File: config.mk
export PLATFORM = sky130hd
export DESIGN_NAME = rf_acc_bank_flat
export DESIGN_NICKNAME = d
export VERILOG_FILES = /design/src/rtl/rf_acc_bank_pkg.sv /design/src/rtl/rf_acc_bank_if.sv /design/src/rtl/rf_acc_bank_ctx_seq.sv /design/src/rtl/rf_acc_bank.sv /design/src/flat_wrapper.sv
export SDC_FILE = /design/constraint.sdc
export NUM_CORES = 1
export LEC_CHECK = 0
export CORE_MARGIN = 2
export CORE_UTILIZATION = 55
export DETAILED_ROUTE_END_ITERATION = 16
export DONT_BUFFER_PORTS = 1
export HOLD_SLACK_MARGIN = 0.1
export PLACE_DENSITY = 0.74
export SYNTH_ARGS = -nofsm -noshare
export SYNTH_HDL_FRONTEND = slang
export SYNTH_HIERARCHICAL = 1
export SYNTH_SLANG_ARGS = --single-unit
File: constraint.sdc
create_clock -name RF_clk -period 2.58 [get_ports RF_clk]
set_clock_uncertainty 0.15 [all_clocks]
set_input_delay 0.387 -clock RF_clk [delete_from_list [all_inputs] [get_ports RF_clk]]
set_output_delay 0.387 -clock RF_clk [all_outputs]
set_load 0.05 [all_outputs]
File: src/rtl/rf_acc_bank_pkg.sv
// Shared types and constants for the accumulator register bank.
// Holds the context-sequencer state encoding, the accumulator index and
// the default bank geometry used by rf_acc_bank and rf_ctx_seq.
package rf_pkg;

   typedef enum logic [1:0] {
      CTX_IDLE    = 2'd0,
      CTX_SAVE    = 2'd1,
      CTX_RESTORE = 2'd2,
      CTX_DONE    = 2'd3
   } ctx_state_e;

   localparam int ACC_IDX      = 0;
   localparam int DEF_DATA_W   = 8;
   localparam int DEF_NUM_REGS = 8;

endpackage

File: src/rtl/rf_acc_bank_if.sv
// Bus bundle between the datapath and the accumulator register bank.
// master: datapath side (drives write/read selects, context requests).
// slave : register bank side (drives read data, accumulator/pair views, busy/done).
interface rf_acc_bank_if #(
   parameter int DATA_W = 8,
   parameter int SEL_W  = 3
);
   logic [DATA_W-1:0]   Data_in;
   logic [SEL_W-1:0]    Wr_sel;
   logic                RF_we;
   logic [DATA_W-1:0]   Acc_in;
   logic                Acc_we;
   logic [2*DATA_W-1:0] Pair_in;
   logic                Pair_we;
   logic [SEL_W-1:0]    Rd_sel_a;
   logic [SEL_W-1:0]    Rd_sel_b;
   logic [DATA_W-1:0]   Data_out_a;
   logic [DATA_W-1:0]   Data_out_b;
   logic [DATA_W-1:0]   Acc_out;
   logic [2*DATA_W-1:0] Pair_out;
   logic                Ctx_save;
   logic                Ctx_restore;
   logic                Ctx_busy;
   logic                Ctx_done;

   modport master (
      output Data_in, Wr_sel, RF_we, Acc_in, Acc_we, Pair_in, Pair_we,
             Rd_sel_a, Rd_sel_b, Ctx_save, Ctx_restore,
      input  Data_out_a, Data_out_b, Acc_out, Pair_out, Ctx_busy, Ctx_done
   );

   modport slave (
      input  Data_in, Wr_sel, RF_we, Acc_in, Acc_we, Pair_in, Pair_we,
             Rd_sel_a, Rd_sel_b, Ctx_save, Ctx_restore,
      output Data_out_a, Data_out_b, Acc_out, Pair_out, Ctx_busy, Ctx_done
   );

endinterface

File: src/rtl/rf_acc_bank_ctx_seq.sv
// Context save/restore sequencer: walks idx 0..NUM_REGS-1, one register per cycle.
// Ports: clk/rst_n, save_req/restore_req in; copy_stb, copy_restore (direction),
// idx, busy, done (one-cycle pulse in DONE) out. Requests are ignored while busy.
module rf_ctx_seq
   import rf_pkg::*;
#(
   parameter int NUM_REGS = DEF_NUM_REGS,
   parameter int SEL_W    = 3
) (
   input  logic             clk,
   input  logic             rst_n,
   input  logic             save_req,
   input  logic             restore_req,
   output logic             copy_stb,
   output logic             copy_restore,
   output logic [SEL_W-1:0] idx,
   output logic             busy,
   output logic             done
);

   localparam logic [SEL_W-1:0] LAST_IDX = SEL_W'(NUM_REGS - 1);

   ctx_state_e       state_q, state_d;
   logic [SEL_W-1:0] idx_q, idx_d;

   always_ff @(posedge clk or negedge rst_n) begin
      if (!rst_n) begin
         state_q <= CTX_IDLE;
         idx_q   <= '0;
      end else begin
         state_q <= state_d;
         idx_q   <= idx_d;
      end
   end

   always_comb begin
      state_d      = state_q;
      idx_d        = idx_q;
      copy_stb     = 1'b0;
      copy_restore = 1'b0;
      busy         = 1'b1;
      done         = 1'b0;
      case (state_q)
         CTX_IDLE: begin
            busy  = 1'b0;
            idx_d = '0;
            // save takes precedence; a simultaneous restore is simply dropped
            if (save_req)         state_d = CTX_SAVE;
            else if (restore_req) state_d = CTX_RESTORE;
         end
         CTX_SAVE, CTX_RESTORE: begin
            copy_stb     = 1'b1;
            copy_restore = (state_q == CTX_RESTORE);
            idx_d        = idx_q + SEL_W'(1);
            if (idx_q == LAST_IDX) state_d = CTX_DONE;
         end
         CTX_DONE: begin
            done    = 1'b1;
            state_d = CTX_IDLE;
         end
         default: state_d = CTX_IDLE;
      endcase
   end

   assign idx = idx_q;

endmodule

File: src/rtl/rf_acc_bank.sv
// Register file with accumulator at index 0, register pair view and a shadow bank.
// Ports: RF_clk, RF_rst_n (async active-low), bus (rf_acc_bank_if.slave).
// Optional macro RF_BYPASS_EN: same-cycle write data forwarded to reads (not while busy).
module rf_acc_bank
   import rf_pkg::*;
#(
   parameter int                DATA_W   = DEF_DATA_W,
   parameter int                NUM_REGS = DEF_NUM_REGS,
   parameter int                SEL_W    = 3,
   parameter int                PAIR_HI  = 5,
   parameter int                PAIR_LO  = 6,
   parameter logic [DATA_W-1:0] ACC_RST  = '0
) (
   input logic          RF_clk,
   input logic          RF_rst_n,
   rf_acc_bank_if.slave bus
);

   logic [DATA_W-1:0] live_q   [NUM_REGS];
   logic [DATA_W-1:0] shadow_q [NUM_REGS];
   logic [DATA_W-1:0] host_dat [NUM_REGS];
   logic [DATA_W-1:0] view     [NUM_REGS];
   logic [NUM_REGS-1:0] host_we;

   logic             copy_stb;
   logic             copy_restore;
   logic [SEL_W-1:0] idx;
   logic             busy;
   logic             done;
   logic [DATA_W-1:0] rd_a;
   logic [DATA_W-1:0] rd_b;

   rf_ctx_seq #(
      .NUM_REGS (NUM_REGS),
      .SEL_W    (SEL_W)
   ) u_seq (
      .clk          (RF_clk),
      .rst_n        (RF_rst_n),
      .save_req     (bus.Ctx_save),
      .restore_req  (bus.Ctx_restore),
      .copy_stb     (copy_stb),
      .copy_restore (copy_restore),
      .idx          (idx),
      .busy         (busy),
      .done         (done)
   );

   // Host write arbitration per register: pair beats general beats accumulator.
   // Everything is dropped while the sequencer owns the bank.
   always_comb begin
      for (int i = 0; i < NUM_REGS; i++) begin
         host_we[i]  = 1'b0;
         host_dat[i] = live_q[i];
         if (!busy) begin
            if (bus.Pair_we && i == PAIR_HI) begin
               host_we[i]  = 1'b1;
               host_dat[i] = bus.Pair_in[2*DATA_W-1:DATA_W];
            end else if (bus.Pair_we && i == PAIR_LO) begin
               host_we[i]  = 1'b1;
               host_dat[i] = bus.Pair_in[DATA_W-1:0];
            end else if (bus.RF_we && bus.Wr_sel == SEL_W'(i)) begin
               host_we[i]  = 1'b1;
               host_dat[i] = bus.Data_in;
            end else if (bus.Acc_we && i == ACC_IDX) begin
               host_we[i]  = 1'b1;
               host_dat[i] = bus.Acc_in;
            end
         end
      end
   end

   always_ff @(posedge RF_clk or negedge RF_rst_n) begin
      if (!RF_rst_n) begin
         for (int i = 0; i < NUM_REGS; i++) begin
            live_q[i]   <= (i == ACC_IDX) ? ACC_RST : '0;
            shadow_q[i] <= '0;
         end
      end else begin
         for (int i = 0; i < NUM_REGS; i++) begin
            // host_we is already forced low while busy, so the two never collide
            if (host_we[i])
               live_q[i] <= host_dat[i];
            else if (copy_stb && copy_restore && idx == SEL_W'(i))
               live_q[i] <= shadow_q[i];
            if (copy_stb && !copy_restore && idx == SEL_W'(i))
               shadow_q[i] <= live_q[i];
         end
      end
   end

   // Read-side view of every register; with bypass the winning write shows through.
   always_comb begin
      for (int i = 0; i < NUM_REGS; i++) begin
         view[i] = live_q[i];
`ifdef RF_BYPASS_EN
         if (host_we[i]) view[i] = host_dat[i];
`endif
      end
   end

   // Unmatched selects (index >= NUM_REGS) fall through to zero.
   always_comb begin
      rd_a = '0;
      rd_b = '0;
      for (int i = 0; i < NUM_REGS; i++) begin
         if (bus.Rd_sel_a == SEL_W'(i)) rd_a = view[i];
         if (bus.Rd_sel_b == SEL_W'(i)) rd_b = view[i];
      end
   end

   assign bus.Data_out_a = rd_a;
   assign bus.Data_out_b = rd_b;
   assign bus.Acc_out    = view[ACC_IDX];
   assign bus.Pair_out   = {view[PAIR_HI], view[PAIR_LO]};
   assign bus.Ctx_busy   = busy;
   assign bus.Ctx_done   = done;

endmodule

File: src/flat_wrapper.sv
// flat-port wrapper written by rule: the top's interface ports become plain ports
module rf_acc_bank_flat import rf_pkg::*;
#(
   parameter int                DATA_W   = DEF_DATA_W,
   parameter int                NUM_REGS = DEF_NUM_REGS,
   parameter int                SEL_W    = 3,
   parameter int                PAIR_HI  = 5,
   parameter int                PAIR_LO  = 6,
   parameter logic [DATA_W-1:0] ACC_RST  = '0
)
  (RF_clk, RF_rst_n, bus_Data_in, bus_Wr_sel, bus_RF_we, bus_Acc_in, bus_Acc_we, bus_Pair_in, bus_Pair_we, bus_Rd_sel_a, bus_Rd_sel_b, bus_Ctx_save, bus_Ctx_restore, bus_Data_out_a, bus_Data_out_b, bus_Acc_out, bus_Pair_out, bus_Ctx_busy, bus_Ctx_done);
  rf_acc_bank_if #(.DATA_W(DATA_W), .SEL_W(SEL_W)) bus_i ();
  input logic RF_clk;
  input logic RF_rst_n;
  input wire logic [$bits(bus_i.Data_in)-1:0] bus_Data_in;
  input wire logic [$bits(bus_i.Wr_sel)-1:0] bus_Wr_sel;
  input wire logic [$bits(bus_i.RF_we)-1:0] bus_RF_we;
  input wire logic [$bits(bus_i.Acc_in)-1:0] bus_Acc_in;
  input wire logic [$bits(bus_i.Acc_we)-1:0] bus_Acc_we;
  input wire logic [$bits(bus_i.Pair_in)-1:0] bus_Pair_in;
  input wire logic [$bits(bus_i.Pair_we)-1:0] bus_Pair_we;
  input wire logic [$bits(bus_i.Rd_sel_a)-1:0] bus_Rd_sel_a;
  input wire logic [$bits(bus_i.Rd_sel_b)-1:0] bus_Rd_sel_b;
  input wire logic [$bits(bus_i.Ctx_save)-1:0] bus_Ctx_save;
  input wire logic [$bits(bus_i.Ctx_restore)-1:0] bus_Ctx_restore;
  output wire logic [$bits(bus_i.Data_out_a)-1:0] bus_Data_out_a;
  output wire logic [$bits(bus_i.Data_out_b)-1:0] bus_Data_out_b;
  output wire logic [$bits(bus_i.Acc_out)-1:0] bus_Acc_out;
  output wire logic [$bits(bus_i.Pair_out)-1:0] bus_Pair_out;
  output wire logic [$bits(bus_i.Ctx_busy)-1:0] bus_Ctx_busy;
  output wire logic [$bits(bus_i.Ctx_done)-1:0] bus_Ctx_done;
  assign bus_i.Data_in = bus_Data_in;
  assign bus_i.Wr_sel = bus_Wr_sel;
  assign bus_i.RF_we = bus_RF_we;
  assign bus_i.Acc_in = bus_Acc_in;
  assign bus_i.Acc_we = bus_Acc_we;
  assign bus_i.Pair_in = bus_Pair_in;
  assign bus_i.Pair_we = bus_Pair_we;
  assign bus_i.Rd_sel_a = bus_Rd_sel_a;
  assign bus_i.Rd_sel_b = bus_Rd_sel_b;
  assign bus_i.Ctx_save = bus_Ctx_save;
  assign bus_i.Ctx_restore = bus_Ctx_restore;
  assign bus_Data_out_a = bus_i.Data_out_a;
  assign bus_Data_out_b = bus_i.Data_out_b;
  assign bus_Acc_out = bus_i.Acc_out;
  assign bus_Pair_out = bus_i.Pair_out;
  assign bus_Ctx_busy = bus_i.Ctx_busy;
  assign bus_Ctx_done = bus_i.Ctx_done;
  rf_acc_bank #(.DATA_W(DATA_W), .NUM_REGS(NUM_REGS), .SEL_W(SEL_W), .PAIR_HI(PAIR_HI), .PAIR_LO(PAIR_LO), .ACC_RST(ACC_RST)) u_core (.RF_clk(RF_clk), .RF_rst_n(RF_rst_n), .bus(bus_i));
endmodule
==> flow_summary.json, run 1 <==
{
  "drcViolationCount": 0,
  "overflow": 0,
  "vias": 5652,
  "relSlewSlack_pct": 47.2,
  "synth.most_common_cell": "dfrtp_1",
  "crit_start": "u_core/live_q[45]",
  "post-route-period-util_pct": 98.5,
  "hold_ws_ns": -0.491,
  "synth-seq-area-share_pct": 44.5,
  "die_width_um": 121,
  "critPathKind": "flop to output pin",
  "powerDensity_nw_per_um2": 1310,
  "synth_warnings": 6,
  "nets": 750,
  "hpwl_mm": 14.0,
  "cp-start-kind": "flop",
  "ir_drop_mv": 0.781,
  "required_ns": 2.04,
  "synth_top_area_cell": "dfrtp_1",
  "netlist.area_leader.share_pct": 44.5,
  "routed-wl-met2_mm": 10.3,
  "p_seq_share_pct": 37.0,
  "wl_met3_mm": 1.83,
  "grt_start_max_net_pins": 134,
  "slew_viol_final": 0,
  "syn2layout_area_growth_pct": 14.3,
  "die_h_um": 121,
  "clk_pin_slew_ns": 0.06,
  "wire_per_inst_um": 23.8,
  "dieArea_um2": 14500,
  "coreArea_um2": 13200,
  "routabilityCongestion": 0.936,
  "synth_area_um2": 7470,
  "track_usage_pct": 30.0,
  "top_layer": "met4",
  "worst_pin_slew_ns": 0.790,
  "ant_nets": 0,
  "cts_buffers": 17,
  "synth_area_leaders": "dfrtp_1 (45%), mux2i_1 (13%), mux2_2 (9.2%)",
  "crit_arrival_ns": 2.01,
  "grt_pass1_wl_mm": 32.3,
  "h-tree-depth": 4,
  "start_util_pct": 56.4,
  "grt_pass1_vias": 5512,
  "p_comb_share_pct": 40.5,
  "cts_buffer_depth": 2,
  "setup_violations": 0,
  "drive_gt1_share_pct": 23.3,
  "drv_cap": 0,
  "tns_ns": 0,
  "wl_met1_mm": 8.30,
  "synthArstFlopShare_pct": 100,
  "timing.rr.start": "u_core/u_seq/state_q[1]",
  "io_buffers": 0,
  "syn_nets": 724,
  "ys_types": 50,
  "status": "complete, but fails checks",
  "p_leak_uw": 0.00360,
  "min_path_type": "primary input to async pin",
  "finalCriticalPeriod_ns": 2.54,
  "via_per_inst": 6.36,
  "postCtsHoldBufs": 26,
  "ys.flop_type": "dfrtp_1",
  "synth_common_cells": "dfrtp_1 (133), mux2i_1 (97), a21oi_1 (68)",
  "drt-total-wl_mm": 21.1,
  "clkPwrFrac_pct": 22.4,
  "fin_total_pwr_uw": 11100,
  "antenna_found_initial": 1,
  "clockRootBuffer": "clkbuf_16",
  "fin_util_pct": 64.5,
  "power_report.internal_total_uw": 6570,
  "syn_inst": 669,
  "end_kind": "output pin",
  "syn_area_per_cell_um2": 11.2,
  "violations": "negative hold slack",
  "synth_edf_count": 0,
  "rows": 42,
  "path_max_fanout": 4,
  "rsz0062_at_grt": "no",
  "clock_latency_ns": 0.42,
  "switching_share_pct": 41.0,
  "tritoncts": "yes",
  "switchingPower_uw": 4580,
  "drt_pass1_iterations": 6,
  "hold_viol_final": 133,
  "pin_count": 90,
  "clock.fmax_ghz": 0.393,
  "clock_sinks": 133,
  "drt_iter0_drc": 569,
  "ys_ff_latch": 133
}
metal layers:
layer  up-vias  track usage [%]
met5         -                0
met4         0             11.7
met3        48             7.74
met2       333             48.1
met1      2808             39.1
li1       2463                -
metrics by stage:
step / cells / worst slack (ns) / instance area, um2 / hold WS, ns
6_report: 888 / 0.0375 / 8540 / -0.491
5_1_grt: 886 / 0.0117 / 8540 / -0.512
4_1_cts: 884 / 0.00407 / 8520 / -0.504
3_5_place_dp: 826 / 0.243 / 7640 / -0.0536
3_3_place_gp: 826 / 0.355 / 7640 / -0.0534
2_1_floorplan: 669 / 0.119 / 7470 / -0.0586
flip-flops by register name (all words and copies together), names as in the netlist:
signal	cells
u_core/shadow_q	64
u_core/u_seq/state_q	2
u_core/bus.Pair_out	16
u_core/bus.Acc_out	8
u_core/live_q	40
u_core/u_seq/idx	3
worst max-delay path, cell delays in order (launching register included):
cell	delay (ns)
dfrtp_1	0.42
mux2_2	0.30
a22oi_1	0.27
nor2_1	0.08
a221o_1	0.51
layout make-up:
cell class / instances / area (um2)
diodes: 4 / 10.0
well taps: 176 / 220
flip-flops and latches: 133 / 3330
clock buffers: 21 / 470
fillers: 1034 / 4700
clock inverters: 11 / 148
multi-input cells: 465 / 3760
repair buffers: 64 / 546
inverters: 14 / 52.6
kinds of logic after synthesis:
kind of cell / Yosys count / share of synthesized area (%)
compound gates: 148 / 12.3
fa+ha+maj: 7 / 1.17
buf+inv: 71 / 5.22
flops: 133 / 44.5
mux: 176 / 26.4
simple gates: 134 / 10.4
path summary, 6_finish.rpt:
check                                           to  slack [ns]  depth (start not counted)
max                              bus_Data_out_b[5]        0.04                          4
min in group RF_clk        u_core/u_seq/state_q[0]        0.12                          2
max in group asynchronous   u_core/bus.Pair_out[4]        2.60                          0
min reg2reg                    u_core/shadow_q[26]        0.34                          1
min                            u_core/shadow_q[60]       -0.49                          0
max reg2reg                      u_core/live_q[29]        0.17                          6
cells in the final DEF, fill, tap and decap left out, types with 10 or more instances in the layout:
cell type | Yosys | routed
dlygate4sd3_1 | 0 | 26
nor2_1 | 31 | 31
nand2b_1 | 22 | 22
nand2_1 | 31 | 31
mux2_2 | 61 | 61
mux2i_1 | 97 | 97
a21oi_1 | 68 | 68
dfrtp_1 | 133 | 130
nor2b_1 | 23 | 23
clkbuf_16 | 0 | 17
a211oi_1 | 14 | 14
o21ai_0 | 25 | 25
inv_1 | 14 | 14
mux4_2 | 10 | 10
buf_4 | 25 | 38
power groups by stage:
stage	logic (uW)	registers (uW)	clock network [uW]
after CTS	4480	4080	2530
after floorplan	3820	3690	0
after global placement	4240	4030	0
final	4520	4130	2500
after detailed placement	4390	4110	0
after global routing	4780	4220	2620
what timing repair did:
item | in CTS | in global routing
buffers inserted | 0 | 0
hold endpoints to repair | 199 | 133
gates resized for setup | 1 | 4
setup endpoints to repair | 1 | 4
No activity file was read; power rests on OpenSTA's default activity.
==> inputs of run 2 (changes only) <==
--- a/config.mk
+++ b/config.mk
@@ -5,7 +5,8 @@
 export SDC_FILE = /design/constraint.sdc
 export NUM_CORES = 1
 export LEC_CHECK = 0
-export CORE_MARGIN = 2
+export ABC_CLOCK_PERIOD_IN_PS = 2580
+export CORE_MARGIN = 8
 export CORE_UTILIZATION = 55
 export DETAILED_ROUTE_END_ITERATION = 16
 export DONT_BUFFER_PORTS = 1
==> flow_summary.json, run 2 (synthesized netlist as in run 1, its figures left out) <==
{
  "wire_per_inst_um": 24.5,
  "grt_start_max_net_pins": 134,
  "powerDensity_nw_per_um2": 1340,
  "switchingPower_uw": 4660,
  "hpwl_mm": 14.7,
  "worst_pin_slew_ns": 0.727,
  "vias": 5623,
  "tritoncts": "yes",
  "rows": 42,
  "setup_violations": 0,
  "drv_cap": 0,
  "min_path_type": "primary input to async pin",
  "drcViolationCount": 0,
  "nets": 756,
  "syn2layout_area_growth_pct": 15.9,
  "end_kind": "output pin",
  "clock_latency_ns": 0.43,
  "final_cell_mix": "dfrtp_1 (131), mux2i_1 (97), a21oi_1 (68), mux2_2 (61), buf_4 (42)",
  "clock.fmax_ghz": 0.399,
  "required_ns": 2.04,
  "grt_pass1_vias": 5843,
  "cts_buffer_depth": 2,
  "cp.depth": 5,
  "placed_cells": 830,
  "start_util_pct": 56.4,
  "cp-start-kind": "flop",
  "overflow": 0,
  "clk_pin_slew_ns": 0.05,
  "routabilityCongestion": 0.936,
  "die_width_um": 133,
  "postCtsHoldBufs": 28,
  "switching_share_pct": 40.2,
  "violations": "negative hold slack",
  "hold_viol_final": 133,
  "fin_ws_ns": 0.0718,
  "largest-register": "u_core/shadow_q",
  "worstPathBufferInverterCount": 1,
  "critPathSlowestCell": "dfrtp_1",
  "io_buffers": 0,
  "fin_total_pwr_uw": 11600,
  "pre_cts_slack_ns": 0.236,
  "slowest_delay_ns": 0.41,
  "relSlewSlack_pct": 51.4,
  "cts_buffers": 17,
  "fin_cells": 894,
  "p_leak_uw": 0.00367,
  "status": "complete, but fails checks",
  "largest_register_ff_count": 64,
  "dieArea_um2": 17600,
  "pin_count": 90,
  "path_cells": "mux2_2, a221oi_1, a21oi_1, a311o_1, buf_4",
  "clkPwrFrac_pct": 24.3,
  "power_report.internal_total_uw": 6930,
  "drt-total-wl_mm": 21.9,
  "track_usage_pct": 25.5,
  "drt_iter0_drc": 561,
  "p_seq_share_pct": 35.3,
  "h-tree-depth": 4,
  "cts_setup_buffers": 0,
  "critPathKind": "flop to output pin",
  "drt_pass1_iterations": 5,
  "clock_sinks": 133,
  "p_comb_share_pct": 40.4,
  "final_common_cell": "dfrtp_1",
  "tns_ns": 0,
  "reg2regPathDepth": 6,
  "grt_pass1_wl_mm": 34.2,
  "rsz0062_at_grt": "no",
  "path_max_fanout": 2,
  "die_h_um": 133,
  "ant_nets": 0,
  "slew_viol_final": 0,
  "clockRootBuffer": "clkbuf_16",
  "crit_family": "compound AO/OA/AOI/OAI gates",
  "ir_drop_mv": 0.843,
  "drive_gt1_share_pct": 23.7,
  "hold_ws_ns": -0.493,
  "finalCriticalPeriod_ns": 2.51,
  "antenna_found_initial": 3,
  "via_per_inst": 6.29,
  "post-route-period-util_pct": 97.2,
  "crit_arrival_ns": 1.97,
  "coreArea_um2": 13200
}
## run 2: cell types whose count changed in the layout (fill, tap and decap cells not counted), moves of 2 or more
cell,delta
a22oi_2,+2
dlygate4sd3_1,+2
a22oi_1,-2
bufinv_16,+3
clkinvlp_4,-2
buf_4,+4
## run 2: final timing paths
| kind | start | end | slack [ns] |
|---|---|---|---|
| setup / recovery | u_core/bus.Acc_out[7] | bus_Data_out_b[7] | 0.07 |
| setup reg to reg | u_core/u_seq/state_q[1] | u_core/live_q[29] | 0.14 |
| hold / removal | RF_rst_n | u_core/shadow_q[60] | -0.49 |
| hold reg to reg | u_core/shadow_q[24] | u_core/shadow_q[24] | 0.34 |
| min in group RF_clk | bus_Ctx_save | u_core/u_seq/state_q[0] | 0.12 |
| max in group asynchronous | RF_rst_n | u_core/bus.Pair_out[4] | 2.50 |
## run 2: power by group through the flow
| stage | clock network (uW) | registers [uW] | logic [uW] |
|---|---|---|---|
| after floorplan | 0 | 3690 | 3820 |
| after global placement | 0 | 3980 | 4370 |
| after detailed placement | 0 | 4060 | 4520 |
| after CTS | 2840 | 4040 | 4640 |
| after global routing | 2940 | 4190 | 4960 |
| final | 2820 | 4090 | 4680 |
## run 2: cell type report
type                            count  area (um2)
Timing Repair Buffer               70         596
Clock buffer                       20         467
Antenna cell                        4        10.0
Fill cell                        1015        4580
Tap cell                          176         220
Multi-Input combinational cell    465        3770
Sequential cell                   133        3330
Inverter                           14        52.6
Clock inverter                     12         223
## run 2: worst register-to-register path: stages, from the launching register on
cell and delay, ns:
dfrtp_1 0.40, inv_1 0.11, ha_1 0.49, nand3_2 0.27, nand2b_1 0.45, mux2i_1 0.29, a21oi_1 0.11
## run 2: what timing repair did
item	in CTS	in global routing
resized for setup	0	4
endpoints found under the hold margin	199	133
endpoints found under the setup margin	0	5
## run 2: through the flow
step / hold WS [ns] / utilization, % / cell area [um2]
after floorplan: -0.0586 / - / 7470
after global placement: -0.0523 / 57.9 / 7670
after detailed placement: -0.0521 / 57.9 / 7670
after CTS: -0.506 / 65.3 / 8640
after global routing: -0.515 / 65.4 / 8660
final: -0.493 / 65.4 / 8660
## run 2: per-layer routing
metal  global-route usage, %  wire length [um]
met4                    11.5               794
met5                       0                17
met3                    9.95              2160
met1                    29.3              8240
met2                    41.4             10700
==> inputs of run 3 (changes only) <==
--- a/config.mk
+++ b/config.mk
@@ -6,6 +6,7 @@
 export NUM_CORES = 1
 export LEC_CHECK = 0
 export ABC_CLOCK_PERIOD_IN_PS = 2580
+export CORE_ASPECT_RATIO = 1.2
 export CORE_MARGIN = 8
 export CORE_UTILIZATION = 55
 export DETAILED_ROUTE_END_ITERATION = 16
==> flow_summary.json, run 3 (synthesized netlist as in run 1, its figures left out) <==
{
  "status": "complete, but fails checks",
  "violations": "negative hold slack",
  "placed_cells": 824,
  "ir_drop_mv": 0.762,
  "pin_count": 90,
  "end_kind": "output pin",
  "drt_pass1_iterations": 7,
  "worst_pin_slew_ns": 0.835,
  "crit_family": "compound AO/OA/AOI/OAI gates",
  "h-tree-depth": 4,
  "relSlewSlack_pct": 44.2,
  "worst-r2r-setup-slack_ns": 0.20,
  "die_h_um": 144,
  "reg2regPathDepth": 6,
  "drt-total-wl_mm": 22.5,
  "cp-start-kind": "flop",
  "largest_register_ff_count": 64,
  "start_util_pct": 56.5,
  "ant_nets": 0,
  "timing.rr.start": "u_core/u_seq/state_q[0]",
  "required_ns": 2.04,
  "drt_iter0_drc": 702,
  "rows": 46,
  "drv_cap": 0,
  "grt_pass1_vias": 5760,
  "track_usage_pct": 26.3,
  "rsz0062_at_grt": "no",
  "clock_latency_ns": 0.43,
  "cts_buffers": 17,
  "coreArea_um2": 13200,
  "grt_pass1_wl_mm": 34.0,
  "path_max_fanout": 4,
  "critPathSlowestCell": "a221o_1",
  "syn2layout_area_growth_pct": 15.2,
  "slowest_delay_ns": 0.50,
  "fin_cells": 885,
  "grt_start_max_net_pins": 134,
  "tns_ns": 0,
  "clockRootBuffer": "clkbuf_16",
  "final_cell_mix": "dfrtp_1 (133), mux2i_1 (97), a21oi_1 (68), mux2_2 (61), buf_4 (44)",
  "crit_arrival_ns": 2.00,
  "min_path_type": "primary input to async pin",
  "antenna_found_initial": 3,
  "setup_violations": 0,
  "postCtsHoldBufs": 26,
  "tritoncts": "yes",
  "nets": 756,
  "wire_per_inst_um": 25.4,
  "post-route-period-util_pct": 98.3,
  "critPathKind": "flop to output pin",
  "finalCriticalPeriod_ns": 2.53,
  "hold_viol_final": 133,
  "powerDensity_nw_per_um2": 1330,
  "via_per_inst": 6.37,
  "largest-register": "u_core/shadow_q",
  "dieArea_um2": 17600,
  "reg2reg_to": "u_core/bus.Pair_out[5]",
  "path_cells": "mux2_2, a22oi_1, nor2_1, a221o_1",
  "clk_pin_slew_ns": 0.06,
  "final_common_cell": "dfrtp_1",
  "p_leak_uw": 0.00366,
  "drcViolationCount": 0,
  "clock_sinks": 133,
  "io_buffers": 0,
  "die_width_um": 122,
  "routabilityCongestion": 0.952,
  "vias": 5639,
  "clock.fmax_ghz": 0.394,
  "hold_ws_ns": -0.498,
  "overflow": 0,
  "worstPathBufferInverterCount": 0,
  "slew_viol_final": 0,
  "cts_buffer_depth": 2,
  "drive_gt1_share_pct": 23.4,
  "hpwl_mm": 14.9
}
-- run 3: cell count changes in the layout (fill, tap and decap cells not counted), sizes merged --
cell         change
dlygate4sd3      -2
inv              -1
clkinv           +2
bufinv           -1
buf              +2
diode            -1
-- run 3: layer usage --
metal	vias up	track usage, %	share of wire, %	routed length (um)
met5	-	0	0.071	16
met4	2	12.3	3.9	867
met3	63	9.58	9.7	2170
met2	293	43.4	50	11200
met1	2809	29.6	37	8230
li1	2472	-	-	-
-- run 3: how the worst max path moves through the flow --
stage               slack, ns                    end                    start  depth (start not counted)
floorplan                0.12      bus_Data_out_a[5]          bus_Rd_sel_a[0]                          5
global placement         0.35      u_core/live_q[26]  u_core/u_seq/state_q[1]                          6
detailed placement       0.25  u_core/bus.Acc_out[7]  u_core/u_seq/state_q[0]                          6
CTS                      0.04      bus_Data_out_b[7]    u_core/bus.Acc_out[7]                          5
global route             0.03      bus_Data_out_b[6]        u_core/live_q[46]                          4
finish                   0.05      bus_Data_out_b[6]        u_core/live_q[46]                          4
-- run 3: stage by stage --
step,instance area (um2),setup slack [ns],hold slack (ns),total power [uW],utilization [%]
after floorplan,7470,0.119,-0.0586,7510,-
after global placement,7680,0.354,-0.0522,8390,58.0
after detailed placement,7680,0.253,-0.0525,8630,58.0
after CTS,8600,0.0385,-0.506,11400,64.9
after global routing,8610,0.0258,-0.511,12000,65.0
final,8610,0.0451,-0.498,11500,65.0
-- run 3: power breakdown --
group	internal [uW]	switching (uW)
clock network	1760	924
logic	1940	2800
registers	3090	956
total	6790	4680
-- run 3: area by class of cell --
class,count,area [um2]
clock inverters,12,201
clock buffers,20,457
diodes,3,7.51
fillers,1011,4630
multi-input cells,465,3760
well taps,168,210
inverters,14,52.6
repair buffers,70,591
flip-flops and latches,133,3330
-- run 3: repair_timing --
action | in CTS | in global routing
gates resized for setup | 0 | 1
hold endpoints to repair | 198 | 133
endpoints found under the setup margin | 0 | 1
setup buffers | 0 | 0
